===== config.mk =====
export PLATFORM = sky130hd
export DESIGN_NAME = keypad_scanner
export DESIGN_NICKNAME = d
export VERILOG_FILES = /design/src/rtl/keypad_pkg.sv /design/src/rtl/keypad_col_scan.sv /design/src/rtl/keypad_scanner.sv
export SDC_FILE = /design/constraint.sdc
export NUM_CORES = 1
export LEC_CHECK = 0
export ABC_AREA = 1
export CAP_MARGIN = 40
export CORE_MARGIN = 5
export CORE_UTILIZATION = 35
export CTS_BUF_LIST = sky130_fd_sc_hd__clkbuf_16
export CTS_CLUSTER_DIAMETER = 30
export CTS_CLUSTER_SIZE = 12
export DETAILED_ROUTE_END_ITERATION = 7
export PLACE_DENSITY = 0.57
export SLEW_MARGIN = 20
export SYNTH_ARGS = -nofsm -noshare
export SYNTH_HDL_FRONTEND = slang
export SYNTH_HIERARCHICAL = 1
export SYNTH_SLANG_ARGS = --single-unit

===== constraint.sdc =====
create_clock -name i_Clk -period 9.1 [get_ports i_Clk]
set_input_delay 1.82 -clock i_Clk [delete_from_list [all_inputs] [get_ports i_Clk]]
set_output_delay 1.82 -clock i_Clk [all_outputs]
set_load 0.03 [all_outputs]

===== src/rtl/keypad_pkg.sv =====
// Shared types and constants for the 4x4 keypad scanner.
package keypad_pkg;

    localparam int unsigned ROWS   = 4;
    localparam int unsigned COLS   = 4;
    localparam int unsigned KEYS   = ROWS * COLS;
    localparam int unsigned CODE_W = 4;

    typedef enum logic [1:0] {
        ARMED,
        PRESS_DEB,
        HELD,
        RELEASE_DEB
    } key_state_t;

    // Indexed by row*4 + col: 1 2 3 A / 4 5 6 B / 7 8 9 C / 0 F E D
    localparam logic [CODE_W-1:0] KEY_MAP [KEYS] = '{
        4'h1, 4'h2, 4'h3, 4'hA,
        4'h4, 4'h5, 4'h6, 4'hB,
        4'h7, 4'h8, 4'h9, 4'hC,
        4'h0, 4'hF, 4'hE, 4'hD
    };

    function automatic logic [CODE_W-1:0] key_code(input logic [3:0] idx);
        return KEY_MAP[idx];
    endfunction

endpackage


===== src/rtl/keypad_col_scan.sv =====
// Column driver, row synchronizer and per-scan snapshot assembly.
module keypad_col_scan
    import keypad_pkg::*;
#(
    parameter int unsigned CLKS_PER_COL = 25000
) (
    input  logic                i_Clk,
    input  logic                i_Rst,
    input  logic [ROWS-1:0]     row,
    output logic [COLS-1:0]     col,
    output logic [KEYS-1:0]     snapshot,
    output logic                scan_done
);

    localparam int unsigned DWELL_W = $clog2(CLKS_PER_COL);

    logic [DWELL_W-1:0] dwell;
    logic [1:0]         col_idx;
    logic [ROWS-1:0]    row_meta;
    logic [ROWS-1:0]    row_sync;
    logic [KEYS-1:0]    acc;
    logic [KEYS-1:0]    acc_next_c;
    logic               last_dwell_c;

    assign last_dwell_c = (dwell == DWELL_W'(CLKS_PER_COL - 1));

    // Merge the current column's (inverted) rows into the snapshot
    always_comb begin
        acc_next_c = acc;
        for (int r = 0; r < int'(ROWS); r++) begin
            acc_next_c[{2'(r), col_idx}] = ~row_sync[r];
        end
    end

    always_ff @(posedge i_Clk or posedge i_Rst) begin
        if (i_Rst) begin
            dwell     <= '0;
            col_idx   <= 2'd0;
            col       <= 4'b1110;
            row_meta  <= '1;
            row_sync  <= '1;
            acc       <= '0;
            snapshot  <= '0;
            scan_done <= 1'b0;
        end else begin
            row_meta  <= row;
            row_sync  <= row_meta;
            scan_done <= 1'b0;
            if (last_dwell_c) begin
                dwell   <= '0;
                col_idx <= col_idx + 2'd1;
                col     <= {col[COLS-2:0], col[COLS-1]};
                acc     <= acc_next_c;
                if (col_idx == 2'd3) begin
                    snapshot  <= acc_next_c;
                    scan_done <= 1'b1;
                end
            end else begin
                dwell <= dwell + DWELL_W'(1);
            end
        end
    end

endmodule


===== src/rtl/keypad_scanner.sv =====
// 4x4 keypad scanner: classifies each full scan and debounces press/release.
module keypad_scanner
    import keypad_pkg::*;
#(
    parameter int unsigned CLKS_PER_COL   = 25000,
    parameter int unsigned DEBOUNCE_SCANS = 4
) (
    input  logic              i_Clk,
    input  logic              i_Rst,
    output logic [COLS-1:0]   o_Col,
    input  logic [ROWS-1:0]   i_Row,
    output logic              o_Key_Valid,
    output logic [CODE_W-1:0] o_Key_Code,
    output logic              o_Key_Held
);

    localparam int unsigned CNT_W = $clog2(DEBOUNCE_SCANS + 1);

    logic [KEYS-1:0] snapshot;
    logic            scan_done;
    logic [4:0]      ones_c;
    logic [3:0]      key_idx_c;
    logic            single_c;

    key_state_t      state;
    logic [3:0]      cand;
    logic [CNT_W-1:0] cnt;

    keypad_col_scan #(
        .CLKS_PER_COL (CLKS_PER_COL)
    ) u_col_scan (
        .i_Clk     (i_Clk),
        .i_Rst     (i_Rst),
        .row       (i_Row),
        .col       (o_Col),
        .snapshot  (snapshot),
        .scan_done (scan_done)
    );

    // Multi-key snapshots count as "none" to reject ghosting
    always_comb begin
        ones_c    = '0;
        key_idx_c = '0;
        for (int i = 0; i < int'(KEYS); i++) begin
            if (snapshot[i]) begin
                ones_c    = ones_c + 5'd1;
                key_idx_c = 4'(i);
            end
        end
        single_c = (ones_c == 5'd1);
    end

    always_ff @(posedge i_Clk or posedge i_Rst) begin
        if (i_Rst) begin
            state       <= ARMED;
            cand        <= '0;
            cnt         <= '0;
            o_Key_Valid <= 1'b0;
            o_Key_Code  <= '0;
            o_Key_Held  <= 1'b0;
        end else begin
            o_Key_Valid <= 1'b0;
            if (scan_done) begin
                case (state)
                    ARMED: begin
                        if (single_c) begin
                            cand <= key_idx_c;
                            if (DEBOUNCE_SCANS == 1) begin
                                o_Key_Code  <= key_code(key_idx_c);
                                o_Key_Valid <= 1'b1;
                                o_Key_Held  <= 1'b1;
                                state       <= HELD;
                            end else begin
                                cnt   <= CNT_W'(1);
                                state <= PRESS_DEB;
                            end
                        end
                    end
                    PRESS_DEB: begin
                        if (!single_c) begin
                            state <= ARMED;
                        end else if (key_idx_c != cand) begin
                            cand <= key_idx_c;
                            cnt  <= CNT_W'(1);
                        end else if (cnt == CNT_W'(DEBOUNCE_SCANS - 1)) begin
                            o_Key_Code  <= key_code(cand);
                            o_Key_Valid <= 1'b1;
                            o_Key_Held  <= 1'b1;
                            state       <= HELD;
                        end else begin
                            cnt <= cnt + CNT_W'(1);
                        end
                    end
                    HELD: begin
                        if (!single_c) begin
                            if (DEBOUNCE_SCANS == 1) begin
                                o_Key_Held <= 1'b0;
                                state      <= ARMED;
                            end else begin
                                cnt   <= CNT_W'(1);
                                state <= RELEASE_DEB;
                            end
                        end
                    end
                    RELEASE_DEB: begin
                        if (single_c) begin
                            state <= HELD;
                        end else if (cnt == CNT_W'(DEBOUNCE_SCANS - 1)) begin
                            o_Key_Held <= 1'b0;
                            state      <= ARMED;
                        end else begin
                            cnt <= cnt + CNT_W'(1);
                        end
                    end
                    default: state <= ARMED;
                endcase
            end
        end
    end

endmodule


# --- Yosys cells after proc, flatten, opt, wreduce, memory -nomap -nowiden ---
# Memories as Yosys holds them, arrays and structs flattened. A register that Yosys moved wholly into a read port is not among the register bits.
# Cells that the tools add are included.
totals:
  register_bits: 73
  rom_bits: 64
  in_bits: 6
  out_inout_bits: 10
  memories: 1
op_classes:
  add_sub_neg: 18
  n_lt_le_gt_ge: 8
  eq_ne: 19
  mux: 76
  n_bitwise: 6
  reduce_logical: 13
mem_list:
  columns: ["name", "depth", "word_bits", "rd", "rd_ports_with_merged_regs", "wr", "line_no", "rtl"]
  rows:
  - ["(no name shown)", 16, 4, 1, 1, 0, "keypad_pkg.sv:25", "return KEY_MAP[idx];"]
ops:
  columns: ["op", "count"]
  rows:
  - ["$add A5 B1 Y5 const B", 15]
  - ["$mux W5", 15]
  - ["$mux W4", 17]
  - ["$bwmux W16", 4]
  - ["$mux W1", 18]
  - ["$mux W3", 6]
  - ["$ne A2 B2 Y1 const B", 8]
  - ["$add A15 B1 Y15 const B", 1]
  - ["$eq A15 B15 Y1 const B", 1]
  - ["$mux W15", 1]
  - ["$reduce_and A5 Y1", 3]
  - ["$mux W2", 7]
  - ["$pmux W3 S4", 1]
  - ["$lt A4 B5 Y1 const B", 2]
  - ["$ne A3 B3 Y1 const B", 3]
  - ["$demux W1 S2", 4]
  - ["$ge A4 B1 Y1 const B", 2]
  - ["$pmux W2 S4", 1]
  - ["$pmux W4 S2", 1]
  - ["$reduce_and A7 Y1", 1]
  - ["$eq A2 B2 Y1 const B", 3]
  - ["$reduce_and A6 Y1", 1]
  - ["$eq A5 B1 Y1 const B", 1]
  - ["$lt A2 B5 Y1 const B", 1]
  - ["other kinds (15)", 23]

# --- Logic depth before layout (Yosys ltp) ---
# Gate-level depths: netlist of the first run.
logic_depth:
  word_depth: 35
  ltp_mapped: 61

# --- Hierarchy ---
# The synthesis of the first run kept the hierarchy.
by_module_without_submodules:
  columns: ["module", "instances", "cells_per_inst", "area_per_inst_um2", "seq_area_each_um2"]
  rows:
  - ["keypad_scanner", 1, 464, 2780.2, 375.4]
  - ["keypad_col_scan", 1, 333, 2771.4, 1465.2]

# --- Worst setup path after synthesis of the first run ---
# Ideal clock, no wire load.
synth_path:
  path_kind: "reg2reg"
  from: "reg u_col_scan.snapshot[0]"
  to: "reg cnt[0]"
  arrival_time_ps: 7892
  required_ps: 8972
  path_slack_ps: 1080
  path_stages_with_launch: 62
  path_cell_list: "dfrtp_1 -> inv_1 -> ha_1 -> inv_1 -> nand2_2 -> nand2_2 -> inv_1 -> ha_1 -> nand2_1 -> nand2_1 -> ha_1 -> or2_1 -> nand2_1 -> inv_1 -> ha_1 -> nand2_1 -> nand2_1 -> ha_1 -> [... 26 more ...] -> or2_2 -> nand2_1 -> inv_1 -> ha_1 -> nand2_1 -> inv_1 -> nand2_1 -> nand2_1 -> nor2_1 -> nand3_2 -> nor2_4 -> nand2_4 -> inv_4 -> nand2_4 -> nand2_4 -> nand2_4 -> nand2_1 -> o21ai_2"
synth_between:
  elab_chain_cells: 34
  elab_cells_between_ends: 37
  classes_between: "add/sub (15); eq/ne (5); mux (16); reduce/logical (1)"
synth_lines:
  columns: ["element", "line_no", "rtl"]
  rows:
  - ["start: declaration", "keypad_col_scan.sv:11", "output logic [KEYS-1:0] snapshot,"]
  - ["start signal: assignment", "keypad_col_scan.sv:55", "snapshot <= acc_next_c;"]
  - ["$mux W1 (*)", "keypad_scanner.sv:45", "if (snapshot[i]) begin"]
  - ["$add A5 B1 Y5", "keypad_scanner.sv:46", "ones_c = ones_c + 5'd1;"]
  - ["$mux W5 (*)", "keypad_scanner.sv:45", null]
  - ["$add A5 B1 Y5", "keypad_scanner.sv:46", null]
  - ["$mux W5 (*)", "keypad_scanner.sv:45", null]
  - ["$add A5 B1 Y5", "keypad_scanner.sv:46", null]
  - ["$mux W5 (*)", "keypad_scanner.sv:45", null]
  - ["$add A5 B1 Y5", "keypad_scanner.sv:46", null]
  - ["[... 18 more ...]", null, null]
  - ["$mux W5 (*)", "keypad_scanner.sv:45", null]
  - ["$add A5 B1 Y5", "keypad_scanner.sv:46", null]
  - ["$mux W5 (*)", "keypad_scanner.sv:45", null]
  - ["$add A5 B1 Y5", "keypad_scanner.sv:46", null]
  - ["$mux W5 (*)", "keypad_scanner.sv:45", null]
  - ["$eq A5 B1 Y1 (*)", "keypad_scanner.sv:50", "single_c = (ones_c == 5'd1);"]
  - ["$ne A2 B2 Y1 (no source line)", null, null]
  - ["$reduce_and A5 Y1 (no source line) (*)", null, null]
  - ["end signal: assignment", "keypad_scanner.sv:91", "cnt <= cnt + CNT_W'(1);"]
  - ["end signal: assignment", "keypad_scanner.sv:112", "cnt <= cnt + CNT_W'(1);"]
  - ["end: declaration", "keypad_scanner.sv:27", "logic [CNT_W-1:0] cnt;"]
# Mark *: on every way between the ends. The rest lies on a longest branch, timed or not.
# A chain may end at the register's enable or synchronous reset.

# --- Worst setup path in the final report of the first run ---
# Same ends and word-level chain as after synthesis.

==> results of run 1 <==
## cells by family after synthesis
group           after synthesis  share of synthesized area, %
xor+xnor                      9                         1.420
compound gates               62                         6.536
fa+ha+maj                    24                         5.409
flops                        73                         33.15
buf+inv                     140                         10.07
simple gates                489                         43.41
## where the power goes
part           leakage, uW  total [uW]  internal [uW]  switching, uW
clock network     0.000134         339            209            130
logic              0.00243        9.78           2.64           7.14
registers         0.000967         329            328           1.40
total              0.00353         678            539            139
## registers in the layout, indices dropped and copies added (netlist names), named ones only
name                  count
u_col_scan/dwell         15
o_Key_Code                4
u_col_scan/col_idx        2
u_col_scan/scan_done      1
u_col_scan/snapshot      16
cand                      4
u_col_scan/row_meta       4
u_col_scan/col            4
o_Key_Held                1
u_col_scan/row_sync       4
state                     1
cnt                       3
o_Key_Valid               1
u_col_scan/acc           12
## cell type report
| class | instances | share of cell area (%) |
|---|---|---|
| multi-input cells | 584 | 51.12 |
| flip-flops and latches | 73 | 29.47 |
| inverters | 126 | 7.612 |
| well taps | 216 | 4.327 |
| clock buffers | 9 | 3.606 |
| repair buffers | 19 | 2.885 |
| clock inverters | 7 | 0.9816 |
## timing repair
item | in CTS | in global routing
gates resized for setup | 0 | 13
setup endpoints to repair | 0 | 15
hold buffers | 0 | 0
hold endpoints to repair | 0 | 0
buffers inserted | 0 | 3
## Yosys cell counts (4+ instances only)
master / n
a21oi_1: 23
buf_2: 4
dfrtp_1: 62
dfstp_2: 11
ha_1: 24
inv_1: 109
inv_2: 16
nand2_1: 241
nand2_2: 55
nand2_4: 7
nand3_1: 42
nand3_2: 17
nand3b_1: 5
nand4_1: 24
nor2_1: 71
nor3_1: 5
o21ai_0: 15
o21ai_1: 8
o21ai_2: 4
xor2_1: 8
## through the flow
stage                     setup TNS, ns  std cells  utilization (%)  cell area, um^2  hold WS [ns]
after global routing            -0.2248       1034            39.75             6246        0.3617
after detailed placement              0       1015            37.52             5896        0.3470
after CTS                             0       1031            39.35             6182        0.3552
after floorplan                       0        797                -             5552        0.3452
final                                 0       1034            39.75             6246        0.3545
after global placement                0       1015            37.52             5896        0.3453
## worst max-delay path by stage
stage	startpoint	endpoint	slack (ns)
final	u_col_scan/snapshot[0]$_DFFE_PP0P_	cnt[0]$_DFFE_PP0P_	0.68
after global routing	u_col_scan/snapshot[0]$_DFFE_PP0P_	cnt[0]$_DFFE_PP0P_	-0.06
after CTS	u_col_scan/snapshot[0]$_DFFE_PP0P_	cnt[0]$_DFFE_PP0P_	0.47
after detailed placement	u_col_scan/snapshot[0]$_DFFE_PP0P_	cnt[0]$_DFFE_PP0P_	0.51
after global placement	u_col_scan/snapshot[0]$_DFFE_PP0P_	cnt[0]$_DFFE_PP0P_	0.77
after floorplan	u_col_scan/snapshot[0]$_DFFE_PP0P_	cnt[0]$_DFFE_PP0P_	1.08
## layer usage
metal  up-vias  wire length (um)  GRT usage [%]
met2        39              4768          19.05
met1      2076              5947          18.88
li1       2530                 -              -
met4         0                42          4.031
met3         3               198          1.258
met5         -                 0              0
==> metrics.cfg, run 1 <==
[outcome]
status = completed

[route]
viasPerCell = 4.495
antenna_left = 0
drtPass1Iterations = 4
wl_mm = 10.96
wl_per_cell_um = 10.60
dr.first_iter.drc_count = 274
dr_total_vias = 4648
drc = 0

[floorplan]
die-width_um = 135.9
dieHeight_um = 135.9
io_pins = 16
start_util_pct = 35.33
die_area_um2 = 18480
core_um2 = 15710
rows = 46

[power]
power_uw = 678.4
irDropWorstVdd_mv = 0.1065
power_leakage_uw = 0.003529
power-per-cell-area_nw_per_um2 = 108.6

[critical_path]
rr_endpoint = cnt[0]$_DFFE_PP0P_
critPathTopFamily = adder cells
timing.rr.start = u_col_scan/snapshot[0]$_DFFE_PP0P_
rr_worst_depth = 61
critPathMaxFanout = 6
cp.buffers_inverters = 9
worstSetupEndpointType = register
criticalPathCategory = reg -> reg
cp.depth = 61
worstPathRequired_ns = 9.31
critical_path_arrival_ns = 8.63
slowest_delay_ns = 0.40
crit_slowest_cell = dfrtp_1
r2r_setup_slack_ns = 0.68
cp-start-kind = register
path_common_cell = nand2_1

[sta]
max_freq_mhz = 118.8
hold_viol = 0
finalMaxSlewViolations = 0
fin_ws_ns = 0.6828
fin_worst_skew_ns = 0.007110
setup_viol = 0
slew_headroom_pct = 51.94
period_needed_ns = 8.417
timing.final.crit_share_pct = 92.50
worst_pin_slew_ns = 0.7209

[place]
place_ws_ns = 0.5112
dp_hpwl_mm = 8.345
finalWeightedCongestion = 0.8284
port_buffers = 15

[clocking]
cts_made_buffers = 9
cts_sinks = 73
ctsHtreeMaxLevel = 3
root_buffer = clkbuf_16
cts_tree = done
clk_pin_slew_worst_paths_ns = 0.06
clockBufferDepth = 2
insertion_delay_ns = 0.33

[synth]
synth_cell_types = 47
synth_top_area_share_pct = 27.95
synth_top_cells_by_area = dfrtp_1, nand2_1, inv_1, nand2_2, ha_1
yosys_most_used_dff = dfrtp_1
syn-num-nets = 827
synth_area_per_cell_um2 = 6.966
yosysSeqAreaShare_pct = 33.15
ys_ff_latch = 73
ys_async_sr_fraction_pct = 100.0
yosysTopAreaCell = dfrtp_1
netlist_instances = 797
synth_edf_count = 0
yosysWarningCount = 6
syn_area_um2 = 5552

[hold_path]
whs_path_depth = 0
hp-class = reg -> reg
worstHoldStart = u_col_scan/row_meta[1]$_DFF_PP1_
min_to = u_col_scan/row_sync[1]$_DFF_PP1_

[global_route]
grt_start_max_net_pins = 59
grt_usage_pct = 12.61
grt_pass1_wl_mm = 19.65
antenna_found_initial = 0
grt_overflow = 0
first_global_vias = 4256

[layout]
final_nets = 843
final_cell_mix = nand2_1, inv_1, nor2_1, dfrtp_1, nand2_2
fillCellCount = 1643
drive_above_1_share_pct = 19.32
synthToLayoutAreaGrowth_pct = 12.51
final_common_cell = nand2_1
ff_latch_area_um2 = 1841
antenna_cells = 0
multi_input_area_um2 = 3193

[job]
max_cap_viol_count = 0

Note: power is estimated with default switching activity, not from simulation.
==> inputs of run 2 (changes only) <==
CAP_MARGIN = 10   (was 40)
CTS_CLUSTER_SIZE = unset   (was 12)
==> results of run 2 <==
No change in the layout: final DEF, timing and power equal those of run 1.
